$ cat src/rtl/sram_arbiter.sv
// Two-master arbiter (instruction fetch, data load/store) for one single-port SRAM.
// Data wins by default; an anti-starvation counter hands inst the port after STARVE_MAX losses.
module sram_arbiter #(
    parameter int unsigned STARVE_MAX = 3
) (
    input  logic        clk,
    input  logic        rst,
    input  logic        flush,

    input  logic        inst_req,
    input  logic [31:0] inst_addr,
    output logic        inst_gnt,
    output logic        inst_rvalid,
    output logic [31:0] inst_rdata,

    input  logic        data_en,
    input  logic [3:0]  data_we,
    input  logic [31:0] data_addr,
    input  logic [31:0] data_wdata,
    output logic        data_gnt,
    output logic        data_rvalid,
    output logic [31:0] data_rdata,

    output logic        sram_en,
    output logic [3:0]  sram_we,
    output logic [31:0] sram_addr,
    output logic [31:0] sram_wdata,
    input  logic [31:0] sram_rdata,

    output logic        stallreq_if,
    output logic        stallreq_ex
);

    localparam int unsigned CNT_W = 4;

    typedef enum logic [1:0] {
        OWN_NONE = 2'd0,
        OWN_INST = 2'd1,
        OWN_DATA = 2'd2
    } own_e;

    own_e             rd_own_q, rd_own_d;
    logic [CNT_W-1:0] starve_q, starve_d;
    logic             starve_hit;
    logic             inst_win;

    // State register: owner of the read in flight and the inst-lost counter
    always_ff @(posedge clk) begin
        if (rst) begin
            rd_own_q <= OWN_NONE;
            starve_q <= '0;
        end else begin
            rd_own_q <= rd_own_d;
            starve_q <= starve_d;
        end
    end

    // Next-state logic
    always_comb begin
        rd_own_d = OWN_NONE;
        starve_d = starve_q;
        if (inst_gnt) begin
            rd_own_d = OWN_INST;
        end else if (data_gnt && (data_we == 4'b0000)) begin
            rd_own_d = OWN_DATA;
        end

        if (flush || inst_gnt || !inst_req) begin
            starve_d = '0;
        end else if (data_gnt && (starve_q < CNT_W'(STARVE_MAX))) begin
            starve_d = starve_q + CNT_W'(1);
        end
    end

    // Output logic: grants, SRAM mux, read return and stalls
    always_comb begin
        starve_hit  = (starve_q == CNT_W'(STARVE_MAX));
        // A flushed fetch cannot take the port, so it also cannot pre-empt data
        inst_win    = inst_req && !flush && starve_hit;

        inst_gnt    = 1'b0;
        data_gnt    = 1'b0;
        inst_rvalid = 1'b0;
        inst_rdata  = '0;
        data_rvalid = 1'b0;
        data_rdata  = '0;
        sram_en     = 1'b0;
        sram_we     = '0;
        sram_addr   = '0;
        sram_wdata  = '0;
        stallreq_if = 1'b0;
        stallreq_ex = 1'b0;

        if (!rst) begin
            data_gnt = data_en && !inst_win;
            inst_gnt = inst_req && !flush && !data_gnt;

            if (data_gnt) begin
                sram_en    = 1'b1;
                sram_we    = data_we;
                sram_addr  = data_addr;
                sram_wdata = data_wdata;
            end else if (inst_gnt) begin
                sram_en    = 1'b1;
                sram_addr  = inst_addr;
            end

            // A same-cycle flush kills the fetch response
            if ((rd_own_q == OWN_INST) && !flush) begin
                inst_rvalid = 1'b1;
                inst_rdata  = sram_rdata;
            end
            if (rd_own_q == OWN_DATA) begin
                data_rvalid = 1'b1;
                data_rdata  = sram_rdata;
            end

            stallreq_if = inst_req && !inst_gnt;
            stallreq_ex = data_en && !data_gnt;
        end
    end

endmodule
$ cat config.mk
export PLATFORM = sky130hd
export DESIGN_NAME = sram_arbiter
export DESIGN_NICKNAME = d
export VERILOG_FILES = /design/src/rtl/sram_arbiter.sv
export SDC_FILE = /design/constraint.sdc
export NUM_CORES = 1
export LEC_CHECK = 0
export ABC_AREA = 1
export BUFFER_PORTS_ARGS = -buffer_cell sky130_fd_sc_hd__buf_2
export CAP_MARGIN = 10
export CORE_AREA = 2 2 107 109
export CTS_CLUSTER_DIAMETER = 80
export DETAILED_ROUTE_END_ITERATION = 10
export DIE_AREA = 0 0 109 111
export PLACE_DENSITY = 0.49
export SLEW_MARGIN = 20
export SYNTH_ARGS = -nofsm -noshare
export SYNTH_HDL_FRONTEND = slang
export SYNTH_SLANG_ARGS = --single-unit
$ cat constraint.sdc
create_clock -name clk -period 2.6 [get_ports clk]
set_clock_uncertainty 0.15 [all_clocks]
set_input_delay 0.39 -clock clk [delete_from_list [all_inputs] [get_ports clk]]
set_output_delay 0.39 -clock clk [all_outputs]
set_load 0.05 [all_outputs]
==> metrics.sh, run 1 <==
VIA_PER_INST=4.027
DESIGN.CORE.AREA_UM2=11080
NUM-FILL-CELLS=1290
GRT_ANTENNA_BEFORE_REPAIR=0
SLEW_HEADROOM=0.7527
LAYOUT-DRIVE-GT1-SHARE=0.4916
CTS_ROOT_BUF='clkbuf_16'
GRT_FIRST_PASS_WIRELENGTH_MM=11.57
ANTENNA_LEFT=0
YS_SEQ_ELEMENTS=6
DRT_FIRST_PASS_ITERS=4
SEQ_AREA_FRAC_SYNTH=0.07535
DIEAREA_UM2=12100
CLKLATENCYLATEPIN_NS=0.23
OUTCOME='finished, final reports clean'
IR_DROP_uV=507.1
DIE_H_UM=111
DRV_SLEW=0
WORSTPATHCELLLIST='ha_1 > nand2_1 > nand2_1 > buf_12 > nand4_1 > nand2_1 > buf_2'
SYNTHESIS.YOSYS.WARNINGS=0
FLOORPLAN.INITIALDENSITY=0.1439
HOLD_CLASS='primary input to register'
YOSYSUNIQUECELLTYPES=18
NUM_ANTENNA_CELLS=0
FINAL_CORE_UTILIZATION=0.2843
CRIT_TYPE='register to output port'
CTS.PATH.MAX_BUFFERS=2
FIRST_ITER_VIOLATIONS=78
GLOBALROUTETOTALUTIL=0.1163
SYNTH_COMPOUND_AREA_FRAC=0.006279
SYNTH_CELL_AREA_UM2=1594
HPWL_MM=6.768
MET2_WIRELENGTH_MM=4.366
MAPPEDNETLISTNETS=476
REQUIRED_NS=2.06
MOSTFREQUENTLAYOUTCELL='buf_2'
SYNTH-ADDER-AREA-SHARE=0.007849
TRITONCTS_NUM_SINKS=6
LARGEST_FAMILY_OF_LOGIC_CELLS_BY_SYNTHESIZED_AREA='simple AND/OR/NAND/NOR gates'
DESIGN.PORTCOUNT=276
CRITPATHMAXFANOUT=29
WORST_PATH_DOMINANT_CELL_FAMILY='buffers and inverters'
AVGSYNTHCELLAREA_UM2=4.716
DRT-WIRELENGTH-PER-CELL_UM=11.01
SYNTH-XOR-AREA-SHARE=0
GRT_MAX_DEGREE=39
VIAS_IN_THE_FIRST_GLOBAL_ROUTE=2563
H-TREE-DEPTH=1
SYN-INSTANCE-COUNT=338
DRV_CAP=0
NUM_VIAS=2984
TOPROUTINGLAYERUSED='met4'
TOTALWIRELENGTH_MM=8.161
SYNTH_SIMPLE_GATE_AREA_FRAC=0.6319
GLOBALPLACE.CONGESTION=0.8162
LEAKAGE_uW=0.002351
SETUP_VIOL=0
CP-END-KIND='output port'
FINAL.SETUP.TNS_NS=0
MIN_PERIOD_NS=2.238
CP.ARRIVAL_NS=1.70
REMAINING_DRC_ERRORS=0
CTS_HOLD_BUFFERS=0
CTS_TREE='yes'
WORST_PATH_MAX_DELAY_CELL='dfxtp_1'
MOST-COMMON-LAYOUT-CELLS='275 x buf_2, 107 x nor2_1, 75 x inv_1, 40 x nand2_1, 36 x nand3_1'
FINAL_MIN_PERIOD_OVER_CLOCK_PERIOD=0.8609
MET3_WIRE_LEN_UM=629
STD_CELL_ROWS=39
FP.DIEW_UM=109
RSZ0062_AT_GRT='false'
AREAGROWTHSYNTHTOFINISH_PCT=97.57
PORT-BUFFER-COUNT=275
CPPEAKSTAGEDELAY_NS=0.34
LAYOUT.NETS=738
SYNTHMUXAREASHARE=0
ROUTEDLENGTHMET1_MM=3.138
CP_NUM_BUF_INV=2
FMAX_GHz=0.4468
GRT.OVERFLOW.TOTAL=0
CTS_INSERTED_BUFFERS=3
CTS.REPAIR.RESIZED=0
CTS.REPORTEDPATHS.CLKPINSLEW_NS=0.03
POWER_DENSITY_nW_PER_UM2=264.7
WORST_PIN_SLEW_NS=0.3709
FINALHOLDVIOLCOUNT=0
WORST_PATH_MOST_REPEATED_CELL='nand2_1'
CTS_SETUP_BUFFERS=0
CP_LAUNCH_TYPE='register'
[worst register-to-register path, cell delays in order (launching register included)]
cell     delay, ns
dfxtp_1       0.34
ha_1          0.21
nand3_2       0.09
nand2_1       0.08
buf_4         0.34
nor3_1        0.11
[area by class of cell]
| class | instances | area [µm²] | area share |
|---|---|---|---|
| clock buffers | 3 | 75.07 | 0.02384 |
| inverters | 79 | 296.5 | 0.09416 |
| multi-input cells | 227 | 1030 | 0.3270 |
| flip-flops and latches | 6 | 120.1 | 0.03814 |
| well taps | 143 | 178.9 | 0.05681 |
| repair buffers | 283 | 1449 | 0.4601 |
[registers in the layout, summed over array words and instances (netlist names)]
register / count
starve_q: 4
rd_own_q: 2
[final timing paths]
check / start / to / slack, ns / depth (start not counted)
worst max-delay path: starve_q[0]$_SDFFE_PP0P_ / sram_addr[21] / 0.36 / 7
worst min-delay path: data_we[3] / rd_own_q[1]$_SDFF_PP0_ / 0.22 / 2
worst max register to register: starve_q[0]$_SDFFE_PP0P_ / rd_own_q[1]$_SDFF_PP0_ / 1.14 / 5
worst min register to register: starve_q[2]$_SDFFE_PP0P_ / starve_q[2]$_SDFFE_PP0P_ / 0.29 / 2
[report_power, final]
group	leakage [µW]	internal (µW)	switching [µW]
sequential	0.0000484	93.4	0.296
clock	0.0000370	197	51.6
combinational	0.00227	148	343
[metal layers]
metal,GRT usage,up-vias
met3,0.01705,4
met1,0.1273,1303
met5,0,-
met2,0.2340,133
li1,-,1544
met4,0.01368,0
[Yosys cell counts (all sizes together)]
cell      n  area, µm²
a21oi     2      10.01
buf      19      121.4
clkbuf    7      26.28
dfxtp     6      120.1
ha        1      12.51
inv      79      296.5
nand2    40      150.1
nand3    37      190.2
nand4    34      212.7
nor2    110      439.2
nor3      3      15.01
[stage by stage]
stage / hold slack, ns / instance area [µm²] / power [µW] / instances / setup slack, ns
finish: 0.2197 / 3149 / 833.7 / 741 / 0.3617
detailed placement: 0.2793 / 3074 / 587.5 / 738 / 0.5267
global route: 0.2373 / 3149 / 883.1 / 741 / 0.2084
floorplan: 0.2698 / 1594 / 414.6 / 338 / 0.1166
CTS: 0.2287 / 3149 / 841.4 / 741 / 0.3575
global placement: 0.2807 / 3074 / 583.0 / 738 / 0.5354
[logic make-up (layout without fill, tap and decap cells)]
kind of cell | Yosys count | in the layout
simple gates | 224 | 224
compound gates | 2 | 2
buf+inv | 105 | 365
fa+ha+maj | 1 | 1
flops | 6 | 6
(Power assumes the default switching activity.)
==> run 2: changes to the inputs <==
ABC_AREA = unset   (was 1)
PLACE_DENSITY = 0.51   (was 0.49)
==> run 2 against run 1 <==
First-iteration DRC count grew to 3.0 times the previous value. Sequential cell count stayed put. Power is 4.3% higher. Routed wire length is 31% higher. Die area stayed put. Cell count is 9.9% lower. Global-route usage is 4.4 points higher. Register-to-register slack worse by 0.14 ns. Non-clock buffer count is 8 higher. Sequential power is 0.9% higher. Worst hold slack better by 0.11 ns. Largest cell class unchanged.
==> metrics.sh, run 2 <==
OUTCOME='finished, final reports clean'  # unchanged
FP.DIEW_UM=109  # unchanged
GRT_ANTENNA_BEFORE_REPAIR=0  # unchanged
YOSYSUNIQUECELLTYPES=24  # was 18
WORST_HOLD_PATH_CELLS=2  # unchanged
FLIP_FLOP_COUNT_OF_THE_LARGEST_REGISTER_AFTER_LAYOUT=4  # unchanged
WORST_R2R_PATH_DEPTH=5  # unchanged
CTS_ROOT_BUF='clkbuf_16'  # unchanged
LEAKAGE_uW=0.001985  # was 0.002351 µW
DOMINANTREGCELLSYNTH='dfxtp_1'  # unchanged
SYNTH_TOP_AREA_FRAC=0.3408  # was 0.2520
SYNTH-ASYNC-RESET-RATIO=0  # unchanged
DRV_CAP=0  # unchanged
H-TREE-DEPTH=1  # unchanged
FMAX_GHz=0.4039  # was 0.4468 GHz
REMAINING_DRC_ERRORS=0  # unchanged
GRT.OVERFLOW.TOTAL=0  # unchanged
CTS.REPAIR.RESIZED=0  # unchanged
SHARE_COMB_OF_TOTAL_POWER=0.610  # was 0.589
NUM_VIAS=3015  # was 2984
GLOBALPLACE.CONGESTION=0.8446  # was 0.8162
FINALHOLDVIOLCOUNT=0  # unchanged
DESIGN.CORE.AREA_UM2=11080  # unchanged
MAPPEDNETLISTNETS=405  # was 476
ANTENNA_LEFT=0  # unchanged
GRT_FIRST_PASS_WIRELENGTH_MM=15.24  # was 11.57 mm
CTS_TREE='yes'  # unchanged
FINAL_CELL_COUNT_NO_FILL=668  # was 741
SYNTH_EDF_COUNT=0  # unchanged
TIMING.CRITICAL_PATH.TO='sram_addr[8]'  # was sram_addr[21]
CRITPATHMAXFANOUT=31  # was 29
HOLD_CLASS='register to register'  # was primary input to register
IR_DROP_uV=201.4  # was 507.1 µV
PLACE.DETAILED.INSTANCES=665  # was 738
HPWL_MM=8.997  # was 6.768 mm
AVGSYNTHCELLAREA_UM2=6.945  # was 4.716 µm²
SYNTH_CELL_AREA_UM2=1854  # was 1594 µm²
TRITONCTS_NUM_SINKS=6  # unchanged
CTS_HOLD_BUFFERS=0  # unchanged
VIA_PER_INST=4.513  # was 4.027
CP.ARRIVAL_NS=1.94  # was 1.70 ns
WORST_PIN_SLEW_NS=0.3096  # was 0.3709 ns
GLOBALROUTETOTALUTIL=0.1600  # was 0.1163
SEQ_POWER_SHARE=0.109  # was 0.112
GLOBAL_ROUTE.USAGE.MET2=0.2957  # was 0.2340
SYNTHESIS.YOSYS.WARNINGS=0  # unchanged
LAUNCH_POINT_OF_THE_WORST_PATH='starve_q[0]$_SDFFE_PP0P_'  # unchanged
AREAGROWTHSYNTHTOFINISH_PCT=95.21  # was 97.57%
LAYOUT-DRIVE-GT1-SHARE=0.6152  # was 0.4916
FINAL.SETUP.TNS_NS=0  # unchanged
CP-END-KIND='output port'  # unchanged
SYNTH.TOP_CELLS.BY_COUNT='101 x and2_1, 47 x o211ai_1, 36 x a21oi_1, 17 x clkbuf_1, 17 x o211ai_2'  # was 107 x nor2_1, 75 x inv_1, 40 x nand2_1, 36 x nand3_1, 34 x nand4_1
SLEW_HEADROOM=0.7934  # was 0.7527
YS_SEQ_ELEMENTS=6  # unchanged
VIAS_IN_THE_FIRST_GLOBAL_ROUTE=2858  # was 2563
SEQ_AREA_FRAC_SYNTH=0.06478  # was 0.07535
TOP_USAGE_LAYER='met2'  # unchanged
SETUP_VIOL=0  # unchanged
CP_LAUNCH_TYPE='register'  # unchanged
RSZ0062_AT_GRT='false'  # unchanged
USE_MET1=0.1865  # was 0.1273
DRT-WIRELENGTH-PER-CELL_UM=15.99  # was 11.01 µm
CLKLATENCYLATEPIN_NS=0.23  # about the same
NET-SWITCHING-POWER_uW=397.8  # was 394.8 µW
DIEAREA_UM2=12100  # unchanged
FINAL_MIN_PERIOD_OVER_CLOCK_PERIOD=0.9521  # was 0.8609
R2R_END='rd_own_q[1]$_SDFF_PP0_'  # unchanged
CTS.PATH.MAX_BUFFERS=2  # unchanged
FF2FF_SETUP_SLACK_NS=1.00  # was 1.14 ns
CTS.REPORTEDPATHS.CLKPINSLEW_NS=0.03  # about the same
MOST-COMMON-LAYOUT-CELLS='265 x buf_2, 101 x and2_1, 47 x o211ai_1, 36 x a21oi_1, 17 x o211ai_2'  # was 275 x buf_2, 107 x nor2_1, 75 x inv_1, 40 x nand2_1, 36 x nand3_1
CLOCKPOWERSHARE=0.282  # was 0.299
POWER_DENSITY_nW_PER_UM2=240.3  # was 264.7 nW/µm²
RR_STARTPOINT='starve_q[0]$_SDFFE_PP0P_'  # unchanged
DRV_SLEW=0  # unchanged
FIRST_ITER_VIOLATIONS=231  # was 78
POWER_REPORT.INTERNAL_TOTAL_uW=472.1  # was 438.8 µW
MIN_PERIOD_NS=2.476  # was 2.238 ns
LARGESTREGISTERS='starve_q: 4 flops, rd_own_q: 2 flops'  # unchanged
TOTALWIRELENGTH_MM=10.68  # was 8.161 mm
LAYOUT.NETS=665  # was 738
GLOBAL_ROUTE.USAGE.MET3=0.03586  # was 0.01705
STD_CELL_ROWS=39  # unchanged
DIE_H_UM=111  # unchanged
CTS_SETUP_BUFFERS=0  # unchanged
SYN-INSTANCE-COUNT=267  # was 338
NUM_ANTENNA_CELLS=0  # unchanged
SYNTH_LARGEST_AREA_CELL='and2_1'  # was nor2_1
CTS_INSERTED_BUFFERS=3  # unchanged
FINAL_CORE_UTILIZATION=0.3268  # was 0.2843
PORT-BUFFER-COUNT=275  # unchanged
DESIGN.PORTCOUNT=276  # unchanged
GRT_MAX_DEGREE=39  # unchanged
REQUIRED_NS=2.06  # about the same
DRT_FIRST_PASS_ITERS=4  # unchanged
CRIT_TYPE='register to output port'  # unchanged
MOSTFREQUENTLAYOUTCELL='buf_2'  # unchanged
FLOORPLAN.INITIALDENSITY=0.1674  # was 0.1439
POST-SYNTH-TOP-COUNT-CELL='and2_1'  # was nor2_1
REGMOSTFLOPS='starve_q'  # unchanged
SW_FRAC_OF_TOTAL=0.4573  # was 0.4736
SYNTH.TOP_CELLS.BY_AREA='and2_1 34%, o211ai_1 19%, o211ai_2 11%'  # was nor2_1 25%, inv_1 18%, nand4_1 13%
==> run 2: cell types whose count changed in the layout (fill, tap and decap cells not counted), sizes merged, moves of 8 or more <==
cell    delta
nor2     -106
o211ai    +64
inv       -76
nand4     -34
a21oi     +34
buf        +8
nand3     -36
and2     +101
nand2     -40
==> run 2: layer usage <==
layer	vias up	routed length, µm
li1	1467	-
met1	1394	4167
met2	150	5496
met3	4	937
met4	0	84
met5	-	0
==> run 2: power by group through the flow <==
stage                     sequential (µW)  clock (µW)  combinational (µW)
after floorplan                      95.4           0                 315
after CTS                            94.5         248                 535
final                                94.5         245                 530
after detailed placement             95.8           0                 533
after global routing                 94.5         259                 561
after global placement               95.7           0                 532
==> run 2: cell type report <==
class	instances	area, µm²
multi-input combinational	222	1585
clock buffer	3	75.07
fill	1221	7457
sequential	6	120.1
tap	143	178.9
timing repair buffer	291	1649
inverter	3	11.26
==> run 2: cell families (layout without fill, tap and decap cells) <==
kind of cell               Yosys count  after routing  synth area share
AOI/OAI and AO/OA                  105            105            0.4278
buffers and inverters               39            297            0.1019
and+or+nand+nor                    116            116            0.3988
DFF                                  6              6           0.06478
adders and majority gates            1              1          0.006747
==> run 2: worst max-delay path: stages, from the launching register on <==
cell	delay, ns
dfxtp_1	0.33
ha_1	0.21
nor3b_4	0.33
buf_8	0.26
o211ai_1	0.11
a21oi_1	0.16
buf_2	0.29
==> run 2: worst min path at each step <==
stage                                         from                        to
final                     starve_q[1]$_SDFFE_PP0P_  starve_q[1]$_SDFFE_PP0P_
after CTS                 starve_q[1]$_SDFFE_PP0P_  starve_q[1]$_SDFFE_PP0P_
after detailed placement  starve_q[1]$_SDFFE_PP0P_  starve_q[1]$_SDFFE_PP0P_
after global placement    starve_q[1]$_SDFFE_PP0P_  starve_q[1]$_SDFFE_PP0P_
after floorplan           starve_q[1]$_SDFFE_PP0P_  starve_q[1]$_SDFFE_PP0P_
after global routing      starve_q[1]$_SDFFE_PP0P_  starve_q[1]$_SDFFE_PP0P_
==> run 2: metrics by stage <==
step / instance area [µm²] / total power (µW) / hold WS [ns] / setup WS (ns)
after floorplan: 1859 / 410.0 / 0.3032 / 0.1500
after global placement: 3525 / 627.5 / 0.3089 / 0.2974
after detailed placement: 3525 / 629.1 / 0.3228 / 0.2510
after CTS: 3600 / 877.7 / 0.3272 / 0.005388
after global routing: 3620 / 914.2 / 0.3491 / 0.01262
final: 3620 / 869.9 / 0.3299 / 0.1244
